[src/rtl/per_fragment_test_lanes.sv]
// per_fragment_test_lanes: multi-lane depth clamp, alpha/depth/stencil test, stencil op and write masking
// behind a three-stage elastic valid/ready pipeline, with fragment statistics counters.
module per_fragment_test_lanes #(
    parameter int NUM_LANES       = 2,
    parameter int DEPTH_WIDTH     = 16,
    parameter int STENCIL_WIDTH   = 4,
    parameter int SUB_PIXEL_WIDTH = 8,
    parameter int INDEX_WIDTH     = 14
) (
    input  logic                                     aclk,
    input  logic                                     reset,
    input  logic [2:0]                               conf_alpha_func,
    input  logic [2:0]                               conf_depth_func,
    input  logic [2:0]                               conf_stencil_func,
    input  logic [SUB_PIXEL_WIDTH-1:0]               conf_alpha_ref,
    input  logic [STENCIL_WIDTH-1:0]                 conf_stencil_ref,
    input  logic [STENCIL_WIDTH-1:0]                 conf_stencil_mask,
    input  logic [STENCIL_WIDTH-1:0]                 conf_stencil_write_mask,
    input  logic [2:0]                               conf_op_fail,
    input  logic [2:0]                               conf_op_zfail,
    input  logic [2:0]                               conf_op_zpass,
    input  logic [2:0]                               conf_enable,
    input  logic                                     conf_depth_write,
    input  logic [3:0]                               conf_color_mask,
    input  logic                                     s_tvalid,
    output logic                                     s_tready,
    input  logic                                     s_tlast,
    input  logic [NUM_LANES-1:0]                     s_tkeep,
    input  logic [NUM_LANES*4*SUB_PIXEL_WIDTH-1:0]   s_tcolor,
    input  logic [NUM_LANES*4*SUB_PIXEL_WIDTH-1:0]   s_tdest_color,
    input  logic [NUM_LANES*32-1:0]                  s_tdepth,
    input  logic [NUM_LANES*DEPTH_WIDTH-1:0]         s_tdest_depth,
    input  logic [NUM_LANES*STENCIL_WIDTH-1:0]       s_tdest_stencil,
    input  logic [NUM_LANES*INDEX_WIDTH-1:0]         s_tindex,
    output logic                                     m_tvalid,
    input  logic                                     m_tready,
    output logic                                     m_tlast,
    output logic [NUM_LANES*INDEX_WIDTH-1:0]         m_taddr,
    output logic [NUM_LANES*4*SUB_PIXEL_WIDTH-1:0]   m_color_tdata,
    output logic [NUM_LANES*4-1:0]                   m_color_tstrb,
    output logic [NUM_LANES*DEPTH_WIDTH-1:0]         m_depth_tdata,
    output logic [NUM_LANES-1:0]                     m_depth_tstrb,
    output logic [NUM_LANES*STENCIL_WIDTH-1:0]       m_stencil_tdata,
    output logic [NUM_LANES-1:0]                     m_stencil_tstrb,
    output logic                                     idle,
    output logic [31:0]                              cnt_processed,
    output logic [31:0]                              cnt_passed
);
    localparam int NL  = NUM_LANES;
    localparam int DW  = DEPTH_WIDTH;
    localparam int SW  = STENCIL_WIDTH;
    localparam int PW  = SUB_PIXEL_WIDTH;
    localparam int IW  = INDEX_WIDTH;
    localparam int CPW = 4 * PW;
    localparam int MW  = DW > PW ? DW : PW;
    localparam int CW  = MW > SW ? MW : SW;

    function automatic logic f_test(input logic [2:0] fn, input logic [CW-1:0] a, input logic [CW-1:0] b);
        case (fn)
            3'd1:    f_test = a < b;
            3'd2:    f_test = a == b;
            3'd3:    f_test = a <= b;
            3'd4:    f_test = a > b;
            3'd5:    f_test = a != b;
            3'd6:    f_test = a >= b;
            3'd7:    f_test = 1'b1;
            default: f_test = 1'b0;
        endcase
    endfunction

    function automatic logic [SW-1:0] f_op(input logic [2:0] op, input logic [SW-1:0] s, input logic [SW-1:0] r);
        case (op)
            3'd1:    f_op = '0;
            3'd2:    f_op = r;
            3'd3:    f_op = (&s) ? s : s + 1'b1;
            3'd4:    f_op = (|s) ? s - 1'b1 : s;
            3'd5:    f_op = ~s;
            3'd6:    f_op = s + 1'b1;
            3'd7:    f_op = s - 1'b1;
            default: f_op = s;
        endcase
    endfunction

    function automatic logic [31:0] f_pop(input logic [NL-1:0] v);
        f_pop = '0;
        for (int i = 0; i < NL; i++) f_pop = f_pop + 32'(v[i]);
    endfunction

    logic [NL-1:0][CPW-1:0] w_color;
    logic [NL-1:0][31:0]    w_depth;
    logic [NL-1:0][DW-1:0]  w_ddepth;
    logic [NL-1:0][SW-1:0]  w_dsten;
    logic [NL-1:0][IW-1:0]  w_index;
    logic                   w_unused;
    assign w_color  = s_tcolor;
    assign w_depth  = s_tdepth;
    assign w_ddepth = s_tdest_depth;
    assign w_dsten  = s_tdest_stencil;
    assign w_index  = s_tindex;
    // Destination colour is already resolved by the blend stage; it is accepted but not needed here.
    assign w_unused = ^s_tdest_color;

    logic                   r1_v, r1_last;
    logic [NL-1:0]          r1_keep, r1_apass, r1_zpass, r1_spass;
    logic [NL-1:0][CPW-1:0] r1_color;
    logic [NL-1:0][IW-1:0]  r1_index;
    logic [NL-1:0][DW-1:0]  r1_depth;
    logic [NL-1:0][SW-1:0]  r1_dsten;

    logic                   r2_v, r2_last;
    logic [NL-1:0]          r2_keep, r2_pass;
    logic [NL-1:0][CPW-1:0] r2_color;
    logic [NL-1:0][IW-1:0]  r2_index;
    logic [NL-1:0][DW-1:0]  r2_depth;
    logic [NL-1:0][SW-1:0]  r2_sten;

    logic                   r3_v, r3_last;
    logic [NL-1:0]          r3_keep, r3_pass, r3_zstrb, r3_sstrb;
    logic [NL-1:0][3:0]     r3_cstrb;
    logic [NL-1:0][CPW-1:0] r3_color;
    logic [NL-1:0][IW-1:0]  r3_index;
    logic [NL-1:0][DW-1:0]  r3_depth;
    logic [NL-1:0][SW-1:0]  r3_sten;
    logic [31:0]            r_cnt_proc, r_cnt_pass;

    logic w_ld1, w_ld2, w_ld3;
    assign w_ld3    = !r3_v || m_tready;
    assign w_ld2    = !r2_v || w_ld3;
    assign w_ld1    = !r1_v || w_ld2;
    assign s_tready = w_ld1;

    logic [NL-1:0][DW-1:0] w1_depth;
    logic [NL-1:0]         w1_apass, w1_zpass, w1_spass;
    always_comb begin
        for (int k = 0; k < NL; k++) begin
            w1_depth[k] = w_depth[k][31] ? '0 : (|w_depth[k][31:32-DW]) ? '1 : w_depth[k][DW-1:0];
            w1_apass[k] = !conf_enable[0] || f_test(conf_alpha_func, CW'(w_color[k][PW-1:0]), CW'(conf_alpha_ref));
            w1_zpass[k] = !conf_enable[1] || f_test(conf_depth_func, CW'(w1_depth[k]), CW'(w_ddepth[k]));
            w1_spass[k] = !conf_enable[2] || f_test(conf_stencil_func, CW'(conf_stencil_ref & conf_stencil_mask),
                                                    CW'(w_dsten[k] & conf_stencil_mask));
        end
    end

    always_ff @(posedge aclk or posedge reset) begin
        if (reset) begin
            r1_v     <= 1'b0;
            r1_last  <= 1'b0;
            r1_keep  <= '0;
            r1_apass <= '0;
            r1_zpass <= '0;
            r1_spass <= '0;
            r1_color <= '0;
            r1_index <= '0;
            r1_depth <= '0;
            r1_dsten <= '0;
        end else if (w_ld1) begin
            r1_v <= s_tvalid;
            if (s_tvalid) begin
                r1_last  <= s_tlast;
                r1_keep  <= s_tkeep;
                r1_apass <= w1_apass;
                r1_zpass <= w1_zpass;
                r1_spass <= w1_spass;
                r1_color <= w_color;
                r1_index <= w_index;
                r1_depth <= w1_depth;
                r1_dsten <= w_dsten;
            end
        end
    end

    logic [NL-1:0][2:0]    w2_op;
    logic [NL-1:0][SW-1:0] w2_sten;
    logic [NL-1:0]         w2_pass;
    always_comb begin
        for (int k = 0; k < NL; k++) begin
            w2_op[k]   = !r1_spass[k] ? conf_op_fail : !r1_zpass[k] ? conf_op_zfail : conf_op_zpass;
            w2_sten[k] = (f_op(w2_op[k], r1_dsten[k], conf_stencil_ref) & conf_stencil_write_mask)
                       | (r1_dsten[k] & ~conf_stencil_write_mask);
            w2_pass[k] = r1_apass[k] & r1_zpass[k] & r1_spass[k];
        end
    end

    always_ff @(posedge aclk or posedge reset) begin
        if (reset) begin
            r2_v     <= 1'b0;
            r2_last  <= 1'b0;
            r2_keep  <= '0;
            r2_pass  <= '0;
            r2_color <= '0;
            r2_index <= '0;
            r2_depth <= '0;
            r2_sten  <= '0;
        end else if (w_ld2) begin
            r2_v <= r1_v;
            if (r1_v) begin
                r2_last  <= r1_last;
                r2_keep  <= r1_keep;
                r2_pass  <= w2_pass;
                r2_color <= r1_color;
                r2_index <= r1_index;
                r2_depth <= r1_depth;
                r2_sten  <= w2_sten;
            end
        end
    end

    logic [NL-1:0][3:0] w3_cstrb;
    logic [NL-1:0]      w3_zstrb, w3_sstrb;
    always_comb begin
        for (int k = 0; k < NL; k++) begin
            w3_cstrb[k] = (r2_keep[k] && r2_pass[k]) ? conf_color_mask : 4'b0;
            w3_zstrb[k] = r2_keep[k] & r2_pass[k] & conf_enable[1] & conf_depth_write;
            w3_sstrb[k] = r2_keep[k] & conf_enable[2] & (|conf_stencil_write_mask);
        end
    end

    always_ff @(posedge aclk or posedge reset) begin
        if (reset) begin
            r3_v     <= 1'b0;
            r3_last  <= 1'b0;
            r3_keep  <= '0;
            r3_pass  <= '0;
            r3_cstrb <= '0;
            r3_zstrb <= '0;
            r3_sstrb <= '0;
            r3_color <= '0;
            r3_index <= '0;
            r3_depth <= '0;
            r3_sten  <= '0;
        end else if (w_ld3) begin
            r3_v <= r2_v;
            if (r2_v) begin
                r3_last  <= r2_last;
                r3_keep  <= r2_keep;
                r3_pass  <= r2_pass;
                r3_cstrb <= w3_cstrb;
                r3_zstrb <= w3_zstrb;
                r3_sstrb <= w3_sstrb;
                r3_color <= r2_color;
                r3_index <= r2_index;
                r3_depth <= r2_depth;
                r3_sten  <= r2_sten;
            end
        end
    end

    always_ff @(posedge aclk or posedge reset) begin
        if (reset) begin
            r_cnt_proc <= '0;
            r_cnt_pass <= '0;
        end else if (r3_v && m_tready) begin
            r_cnt_proc <= r_cnt_proc + f_pop(r3_keep);
            r_cnt_pass <= r_cnt_pass + f_pop(r3_keep & r3_pass);
        end
    end

    assign m_tvalid        = r3_v;
    assign m_tlast         = r3_last;
    assign m_taddr         = r3_index;
    assign m_color_tdata   = r3_color;
    assign m_color_tstrb   = r3_cstrb;
    assign m_depth_tdata   = r3_depth;
    assign m_depth_tstrb   = r3_zstrb;
    assign m_stencil_tdata = r3_sten;
    assign m_stencil_tstrb = r3_sstrb;
    assign idle            = !(r1_v || r2_v || r3_v);
    assign cnt_processed   = r_cnt_proc;
    assign cnt_passed      = r_cnt_pass;
endmodule

[config.mk]
export PLATFORM = sky130hd
export DESIGN_NAME = per_fragment_test_lanes
export DESIGN_NICKNAME = d
export VERILOG_FILES = /design/src/rtl/per_fragment_test_lanes.sv
export SDC_FILE = /design/constraint.sdc
export NUM_CORES = 1
export LEC_CHECK = 0
export CORE_MARGIN = 2
export CORE_UTILIZATION = 45
export CTS_CLUSTER_SIZE = 14
export DETAILED_ROUTE_END_ITERATION = 12
export GPL_TIMING_DRIVEN = 1
export PLACE_DENSITY_LB_ADDON = 0.12
export SLEW_MARGIN = 0
export SYNTH_ARGS = -nofsm -noshare
export SYNTH_HDL_FRONTEND = slang
export SYNTH_SLANG_ARGS = --single-unit
[constraint.sdc]
create_clock -name aclk -period 20.5 [get_ports aclk]
set_clock_uncertainty 0.2 [all_clocks]
set_input_delay 6.15 -clock aclk [delete_from_list [all_inputs] [get_ports aclk]]
set_output_delay 6.15 -clock aclk [all_outputs]
set_load 0.05 [all_outputs]
### After elaboration in Yosys (flattened, before gate mapping)

Cells that the tools add are included.

* memories: 0
* memory bits (writable): 0
* input port bits: 313
* word-level logic and storage cells: 203
* register bits after elaboration: 494
* bits in latches: 0
* ROM bits: 0
* output and inout port bits: 212

* bitwise gates (word level): 27
* eq/ne operators: 47
* shift-type cells: 0
* multipliers: 0
* add/sub/neg operators: 8
* $lt $le $gt $ge: 24
* multiplexer cells: 22
* divide/modulo/power cells: 0
* reduce and logical (&&, ||, !) cells: 31

Operators with widths (count)
* $add 32x2->32: 2
* $mux 16: 4
* $eq 3x3->1 const B: 20
* $pmux 4 s7: 2
* $pmux 1 s7: 6
* $eq 16x16->1: 2
* $ge 16x16->1: 2
* $gt 16x16->1: 2
* $le 16x16->1: 2
* $lt 16x16->1: 2
* $ne 16x16->1: 2
* $reduce_or 16->1: 2
* $eq 3x2->1 const B: 10
* $and 4x4->4: 7
* $mux 4: 6
* $eq 16x4->1: 1
* $eq 8x8->1: 2
* $ge 16x4->1: 1
* $ge 8x8->1: 2
* $gt 16x4->1: 1
* $gt 8x8->1: 2
* $le 16x4->1: 1
* $le 8x8->1: 2
* $lt 16x4->1: 1
* 24 further kinds: 75

### Depth between registers and ports, before layout

* depth in word-level cells: 6
* gate-level depth with buffers: 12

### Least setup slack after synthesis

No wires, ideal clock.

* path type: input to output
* start point: in m_tready
* end point: out s_tready
* stages on the path: 1
* required time: 14150 ps
* path slack: 7402 ps
* buffers on the path: 0
* arrival: 6748 ps
* cells stage by stage: nand4b_1

* cells in the longest elaborated chain, start to end: 3

RTL lines
* start: declaration: RTL line 36 `input logic m_tready,`
* $logic_or 1x1->1: RTL line 127 `assign w_ld3 = !r3_v || m_tready;`
* $logic_or 1x1->1: RTL line 128 `assign w_ld2 = !r2_v || w_ld3;`
* $logic_or 1x1->1: RTL line 129 `assign w_ld1 = !r1_v || w_ld2;`
* end: declaration: RTL line 26 `output logic s_tready,`

No other way between the ends.

### Final worst setup path

Same ends and word-level chain as after synthesis.

==> insert_results.sql <==
INSERT INTO impl_metrics (metric_group, metric, value, unit) VALUES
('pwr', 'worst_ir_drop_vdd', '0.0565', 'mV'),
('floorplanning', 'die_h', '224', 'um'),
('critical_path', 'ff2ff_path_depth', '4', ''),
('min_path', 'worstHoldPathCells', '2', ''),
('global_routing', 'grt_start_max_net_pins', '179', ''),
('cts', 'tritoncts', 'built', ''),
('cts', 'resize_count_post_cts', '0', ''),
('critical_path', 'critical_path.startpoint_type', 'input pin', ''),
('critical_path', 'cp.arrival', '7.93', 'ns'),
('logic_synthesis', 'synth_top_cells_by_area', 'sky130_fd_sc_hd__dfrtp_1, sky130_fd_sc_hd__nand2_1, sky130_fd_sc_hd__ha_1', ''),
('global_routing', 'groute.layer.met1.usage', '0.326', ''),
('final_layout', 'share_of_cells_above_drive_strength_1', '0.0392', ''),
('route', 'drc', '0', ''),
('critical_path', 'criticalPathCategory', 'input pin to primary output', ''),
('placement', 'port_buffers', '460', ''),
('sta', 'timing.slew.headroom', '0.239', ''),
('global_routing', 'groute.layer.met2.usage', '0.411', ''),
('cts', 'cts_buffer_depth', '3', ''),
('cts', 'number_of_hold_repair_buffers_added_at_the_cts_stage', '0', ''),
('logic_synthesis', 'synth.net_count', '2857', ''),
('placement', 'numPlacedInstances', '3449', ''),
('cts', 'cts_inserted_buffers', '54', ''),
('global_routing', 'overflow', '0', ''),
('sta', 'timing.final.hold_violations', '0', ''),
('route', 'remaining_number_of_nets_flagged_by_the_antenna_check_after_routing', '0', ''),
('cts', 'cts.root.buffer_cell', 'sky130_fd_sc_hd__clkbuf_16', ''),
('logic_synthesis', 'yosys_warnings', '0', ''),
('global_routing', 'grt_busiest_layer', 'met2', ''),
('logic_synthesis', 'postSynthRegisterBits', '494', ''),
('logic_synthesis', 'ys.flop_type', 'sky130_fd_sc_hd__dfrtp_1', ''),
('min_path', 'hp-start', 'r2_color[4]', ''),
('floorplanning', 'design.die.area', '50200', 'um^2'),
('outcome', 'run_status', 'complete, no violations', ''),
('route', 'total_wirelength_of_the_detailed_routed_design', '61.4', 'mm'),
('logic_synthesis', 'yosysTopAreaCell', 'sky130_fd_sc_hd__dfrtp_1', ''),
('floorplanning', 'placementRows', '80', ''),
('global_routing', 'grt_util_met3', '0.0407', ''),
('final_layout', 'fin_area', '28500', 'um^2'),
('floorplanning', 'floorplan.die.width', '224', 'um'),
('floorplanning', 'io_pins', '525', ''),
('critical_path', 'timing.critical_path.fanout_max', '6', ''),
('logic_synthesis', 'synth_async_sr_flop_share', '1.00', ''),
('cts', 'clk_transition_reported_paths', '0.06', 'ns'),
('route', 'drt-initial-drc-count', '1427', ''),
('final_layout', 'fillCellCount', '4185', ''),
('critical_path', 'type_of_element_capturing_the_critical_path', 'primary output', ''),
('floorplanning', 'initial_utilization', '0.456', ''),
('logic_synthesis', 'synth.top_cell.area_share', '0.568', ''),
('min_path', 'worst_hold_path_type', 'flop to flop', ''),
('logic_synthesis', 'synth_area', '21800', 'um^2'),
('placement', 'final_weighted_congestion_of_routability_driven_global_placement', '0.851', ''),
('route', 'routed-via-count', '18267', ''),
('route', 'detailedRoute.firstPassIterationCount', '5', ''),
('global_routing', 'groute.usage.overall', '0.245', ''),
('final_layout', 'layout_area_overhead', '31.1', '%'),
('sta', 'timing.setup.tns', '0', 'ns'),
('logic_synthesis', 'yosysUniqueCellTypes', '60', ''),
('critical_path', 'reg2reg_from', 'm_tvalid', ''),
('floorplanning', 'core_region_area', '47700', 'um^2'),
('cts', 'clkLatencyLatePin', '0.59', 'ns'),
('run', 'drv_cap', '0', ''),
('sta', 'timing_max_transition_violations_final', '0', ''),
('route', 'routed_via_density', '5.15', ''),
('sta', 'transition_time_at_the_pin_with_the_least_slew_margin', '1.14', 'ns'),
('route', 'detail_route.wl_per_cell', '17.3', 'um'),
('sta', 'clock.fmax', '0.0700', 'GHz'),
('critical_path', 'worst-endpoint-required', '14.15', 'ns'),
('placement', 'dpl_cell_area', '26800', 'um^2'),
('global_routing', 'initial_antenna_violation_count', '3', ''),
('global_routing', 'first_global_vias', '18375', ''),
('logic_synthesis', 'yosysSeqAreaShare', '0.568', '');
==> metal layers <==
metal  part of all wire  wire length (um)
met5            0.00039                24
met4              0.026              1620
met3              0.055              3380
met2               0.49             29900
met1               0.43             26400
==> final cells by class <==
type	count	area (um^2)	area share
antenna	1	2.50	0.0000877
sequential	494	12400	0.433
clock buffer	78	1540	0.0541
clock inverter	20	208	0.00728
timing repair buffer	472	4710	0.165
multi-input combinational	1807	8710	0.305
tap	615	769	0.0270
inverter	61	236	0.00829
==> cells in the mapped netlist, drive strengths merged, types with 4 or more instances <==
master  count
ha         62
a211oi      6
a21o       13
nand3      41
o31ai      32
and4        7
nor3       15
xor2       16
o211ai      9
nand2b      6
o21ai      52
a21oi      41
inv        61
nor2      108
nand4      33
o22a        4
o21a        4
dfrtp     494
mux2i      11
nor2b       8
buf        30
a31oi       4
nor4       14
nand2    1209
and3       12
and2       12
xnor2      47
a311oi      4
clkbuf     88
==> flip-flops by register name (all words and copies together) (netlist names), 28 cells and up <==
register / flops
r2_color: 64
cnt_passed: 32
r2_index: 28
r1_color: 64
r1_depth: 32
m_color_tdata: 64
m_depth_tdata: 32
r2_depth: 32
m_taddr: 28
cnt_processed: 32
r1_index: 28
==> power breakdown <==
part	internal [mW]	switching (mW)	total, mW
Sequential	1.16	0.120	1.28
Combinational	0.295	0.602	0.897
Clock	0.560	0.399	0.959
==> layout by cell type, fill, tap and decap left out, drive strengths merged, types with 32 or more instances in the layout <==
cell type / count
nor2: 108
nand2: 1209
nand3: 41
clkdlybuf4s50: 460
xnor2: 47
inv: 61
clkbuf: 78
dfrtp: 494
ha: 62
o21ai: 52
a21oi: 41
nand4: 33
o31ai: 32
==> worst max path at each step <==
stage,from,endpoint
5_1_grt,m_tready,s_tready
3_3_place_gp,m_tready,s_tready
4_1_cts,m_tready,s_tready
2_1_floorplan,reset,cnt_passed[0]
3_5_place_dp,m_tready,s_tready
6_report,m_tready,s_tready
==> metrics by stage <==
step | utilization | setup WS, ns | hold slack (ns) | total power [mW]
6_report | 0.598 | 6.22 | 0.250 | 3.13
5_1_grt | 0.598 | 6.19 | 0.253 | 3.29
3_5_place_dp | 0.561 | 6.23 | 0.249 | 2.19
3_3_place_gp | 0.561 | 6.24 | 0.247 | 2.18
4_1_cts | 0.598 | 6.22 | 0.250 | 3.16
2_1_floorplan | - | 0.360 | 0.233 | 1.84
==> critical path, cell delays in order <==
cell and delay, ns:
sky130_fd_sc_hd__clkdlybuf4s50_1 0.64, sky130_fd_sc_hd__nand4b_1 0.28, sky130_fd_sc_hd__clkdlybuf4s50_1 0.86
==> logic make-up after synthesis <==
group / count (synthesis) / synth area share
AOI/OAI and AO/OA: 192 / 0.0577
muxes: 11 / 0.00506
DFF: 494 / 0.568
buffers and inverters: 179 / 0.0333
adders and majority gates: 64 / 0.0375
and+or+nand+nor: 1477 / 0.273
xor gates and xnor gates: 63 / 0.0253
No activity file was read; power rests on OpenSTA's default activity.
==> edit 1 (same flow settings) <==
Reset style: synchronous (`reset`), changed in 4 clocked blocks.
--- a/src/rtl/per_fragment_test_lanes.sv
+++ b/src/rtl/per_fragment_test_lanes.sv
@@ -141,7 +141,7 @@
         end
     end
 
-    always_ff @(posedge aclk or posedge reset) begin
+    always_ff @(posedge aclk) begin
         if (reset) begin
             r1_v     <= 1'b0;
             r1_last  <= 1'b0;
@@ -181,7 +181,7 @@
         end
     end
 
-    always_ff @(posedge aclk or posedge reset) begin
+    always_ff @(posedge aclk) begin
         if (reset) begin
             r2_v     <= 1'b0;
             r2_last  <= 1'b0;
@@ -215,7 +215,7 @@
         end
     end
 
-    always_ff @(posedge aclk or posedge reset) begin
+    always_ff @(posedge aclk) begin
         if (reset) begin
             r3_v     <= 1'b0;
             r3_last  <= 1'b0;
@@ -245,7 +245,7 @@
         end
     end
 
-    always_ff @(posedge aclk or posedge reset) begin
+    always_ff @(posedge aclk) begin
         if (reset) begin
             r_cnt_proc <= '0;
             r_cnt_pass <= '0;
Function: differs if reset is asserted again (counterexample within 4 cycles, from zero or initial values and one cycle with reset high); with reset held inactive, the same outputs for 4 cycles.
==> edit 1 against the unedited design <==
  * Sequential cell count is the same
  * Worst setup slack got worse by 0.058 ns
  * Routed wire length about the same
  * Non-clock buffer count rose by 1
  * Utilization is 0.33 points higher
  * Area after synthesis down 6.0%
  * Design area shrank 5.0%
  * Register-to-register slack gained 0.16 ns
  * Critical endpoint unchanged
Power is not compared: it rests on default switching activity, and its combinational part moved more than twofold at a synthesized area within 25%.
==> edit 1: results (changes against the unedited design) <==
status=finished, final reports clean; Commonest cells post-synth=799 x nand2_1, 494 x dfxtp_1, 428 x a21oi_1, 186 x nor2_1, 119 x clkbuf_1; area post-placement=25300 sq um (-5.6%); Inst Count DP=3512 (+1.8%); syn avg cell area=7.86 sq um (-11%); pin count of the biggest net entering global routing=112 (-37%); top_reg_cell synth=dfxtp_1; CP peak stage delay=0.91 ns (+0.05 ns); R2R cell count=5 (+1); synth warn=0 (unchanged); Inserted Clock Buffers=53 (-1.9%); Buffers, non-clock=473 (+0.21%); Avg WL per Cell=17.0 microns (-1.9%); non-clk buf share=17.4% (+0.88 points); fraction of area in multi-input gates=35.8% (+5.2 points); Multi-input comb cells=1881 (+4.1%); Reg area=9890 sq um (-20%); Inverters=64 (+4.9%); Clock-cell share=6.64% (+0.51 points); async set-reset flop share out of synthesis=0% (-100 points); initial antenna violation count=8 (+5); half-perimeter wire length after placement=41700 microns (+0.18%); Worst EP arrival=7.99 ns (+0.06 ns); Finished Core Util=60.1% (+0.33 points); layout cells sized above 1=4.02% (+0.10 points); Worst R2R Setup Slack=17.40 ns (+0.16 ns); num sequential=494 (unchanged); via count=18900 (+3.6%); Die X=217 microns (-3.0%); pre-CTS setup slack=6.20 ns (-0.0321 ns); first-pass detailed-route iteration total=7 (+2); number of global-route vias before repair=17900 (-2.6%); number of distinct library cells after synthesis=65 (+8.3%); GP Congestion=0.910 (+7.0%); reg2reg end=m_color_tstrb[0]; Inserted Diodes=7 (+6); worst reg2reg path startpoint=m_tvalid; clock buf count=81 (+3.8%); drt total wl=61300 microns (about the same); Global Route Usage Sum=25.1% (+0.55 points); Seq/Total Area, Yosys=48.3% (-8.5 points); DRT iter0 DRCs=1153 (-19%); Fillers=4124 (-1.5%); Max-slew headroom=23.4% (-0.52 points)
-- edit 1: changes by cell type in the layout (fill, tap and decap cells not counted), sizes merged, moves of 30 or more --
| cell | delta |
|---|---|
| dfrtp | -494 |
| dfxtp | +494 |
| nand2 | -410 |
| a21oi | +390 |
| nor2 | +78 |
| mux2i | +31 |
| o31ai | -30 |
-- edit 1: worst min-delay path by stage --
| stage | slack, ns | cells after the start | end | from |
|---|---|---|---|---|
| after detailed placement | 0.24 | 2 | m_depth_tdata[10] | r2_depth[10] |
| after global placement | 0.24 | 2 | r2_index[15] | r1_index[15] |
| after floorplan | 0.23 | 2 | r2_depth[10] | r1_depth[10] |
| after global routing | 0.26 | 2 | r2_color[1] | r1_color[1] |
| after CTS | 0.25 | 2 | m_taddr[20] | r2_index[20] |
| final | 0.24 | 2 | m_taddr[20] | r2_index[20] |
-- edit 1: logic make-up (layout without fill, tap and decap cells) --
kind of cell | count (synthesis) | after routing | synth area share (%)
flops | 494 | 494 | 48.3
fa+ha+maj | 64 | 64 | 3.99
buf+inv | 230 | 633 | 4.52
simple gates | 1163 | 1163 | 23.5
mux | 44 | 44 | 2.23
other cells | 0 | 7 | 0
compound gates | 558 | 558 | 15.2
xor+xnor | 52 | 52 | 2.23
-- edit 1: metal layers --
metal	share of wire [%]	up-vias	track usage (%)	wire length (microns)
met5	0.041	-	0	25
met4	3.0	4	8.54	1830
met1	43	8926	31.8	26400
met3	6.6	104	5.93	4080
met2	47	490	41.8	29000
li1	-	9407	-	-
-- edit 1: worst max-delay path, delay by kind of cell --
family	cells	cell delay, ns
simple gates	1	0.26
buf+inv	2	1.57
-- edit 1: where the power goes --
group	internal (mW)	switching, mW	total (mW)
registers	0.985	0.0173	1.00
clock network	0.588	0.395	0.983
logic	0.0900	0.115	0.205
total	1.66	0.528	2.19
==> edit 2 (config.mk and constraints unchanged) <==
Without the edit above. Change the parameter `INDEX_WIDTH` from 14 to 13.
--- a/src/rtl/per_fragment_test_lanes.sv
+++ b/src/rtl/per_fragment_test_lanes.sv
@@ -5,7 +5,7 @@
     parameter int DEPTH_WIDTH     = 16,
     parameter int STENCIL_WIDTH   = 4,
     parameter int SUB_PIXEL_WIDTH = 8,
-    parameter int INDEX_WIDTH     = 14
+    parameter int INDEX_WIDTH     = 13
 ) (
     input  logic                                     aclk,
     input  logic                                     reset,
Ports: changed (resized m_taddr and s_tindex); port bits go from 525 to 521. No check against the original RTL was run, so the function may have changed too.
==> edit 2 against the unedited design <==
  * Area after synthesis is 1.3% lower
  * Worst hold slack better by 0.0089 ns
  * Total power is 0.60% lower
  * First-iteration DRC count is 4.0% lower
  * Routed wire length is 2.2% lower
  * Non-clock buffer count is 5 lower
  * Sequential cell count is 6 lower
  * Worst setup slack better by 0.16 ns
  * Design area is 0.90% lower
  * Highest routed layer unchanged
==> edit 2: results (changes against the unedited design) <==
R2R cell count=6 (+2); layout cells sized above 1=5.28% (+1.4 points); status=finished, final reports clean; syn avg cell area=8.92 sq um (+1.6%); Final nets=3198 (-2.1%); Net Switching=1.09 mW (-2.9%); Clock group=973 uW (+1%); GP Congestion=0.893 (+5.0%); area post-placement=26500 sq um (-1.1%); Global Route Usage Sum=24.1% (-0.44 points); PD cells=110 nW/um^2 (+0.30%); initial antenna violation count=9 (+6); Commonest cells post-synth=1144 x nand2_1, 488 x dfrtp_1, 107 x nor2_1, 83 x clkbuf_1, 62 x ha_1; peak supply drop=80.1 uV (+42%); number of global-route vias before repair=17800 (-3.0%); Via density=5.12 (-0.64%); Final Instance Count excl. Fillers=3480 (-1.9%); half-perimeter wire length after placement=40600 microns (-2.4%); Worst EP arrival=7.77 ns (-0.16 ns); Hold Crit Start=r2_color[17]; Fillers=4210 (+0.60%); DRT iter0 DRCs=1370 (-4.0%); synth top area cells=dfrtp_1 57%, nand2_1 20%, ha_1 3.6%, nor2_1 1.9%, xnor2_1 1.8%; hold endpoint=m_color_tdata[17]; Leak=14.1 nW (-0.86%); worst-case clock buffer depth=3 (unchanged); sequential share of power=40.5% (-0.3 points); pin count of the biggest net entering global routing=140 (-22%); Slew @ Worst Pin=1.05 ns (-0.0883 ns); Avg WL per Cell=17.2 microns (-0.30%); Worst R2R Setup Slack=17.49 ns (+0.25 ns); Seq/Total Area, Yosys=56.8% (about the same); Inserted Clock Buffers=53 (-1.9%)
edit 2: layer usage:
metal	part of all wire (%)	routed length [microns]	vias to the layer above	GRT usage (%)
li1	-	-	8499	-
met1	42	25400	8659	31.4
met2	48	28700	515	39.7
met3	6.9	4130	117	5.49
met4	2.9	1720	12	8.23
met5	0.13	77	-	0
edit 2: per-stage QoR:
step | hold WS [ns] | power, mW
4_1_cts | 0.261 | 3.15
6_report | 0.259 | 3.11
2_1_floorplan | 0.235 | 1.82
5_1_grt | 0.269 | 3.26
3_3_place_gp | 0.243 | 2.14
3_5_place_dp | 0.249 | 2.16
edit 2: kinds of logic after synthesis:
| logic type | synth area share [%] |
|---|---|
| compound gates | 4.77 |
| mux | 2.10 |
| xor+xnor | 2.69 |
| buf+inv | 3.15 |
| simple gates | 26.7 |
| flops | 56.8 |
| fa+ha+maj | 3.79 |
edit 2: tightest hold or removal path, stage by stage (launching register included):
cell     delay [ns]
dfrtp_1        0.34
nand2_1        0.05
nand2_1        0.05
edit 2: worst max path at each step:
stage / slack [ns] / from / depth (start not counted) / end
final: 6.38 / m_tready / 4 / s_tready
after global routing: 6.27 / m_tready / 4 / s_tready
after CTS: 6.38 / m_tready / 4 / s_tready
after detailed placement: 6.39 / m_tready / 4 / s_tready
after global placement: 6.40 / m_tready / 4 / s_tready
after floorplan: 0.53 / reset / 1 / cnt_passed[0]
edit 2: final cells by class:
type | count | area share, %
antenna | 3 | 0.0265
clock buffer | 77 | 5.51
clock inverter | 17 | 0.774
inverter | 59 | 0.810
multi-input combinational | 1754 | 30.6
sequential | 488 | 43.2
tap | 615 | 2.72
timing repair buffer | 467 | 16.4
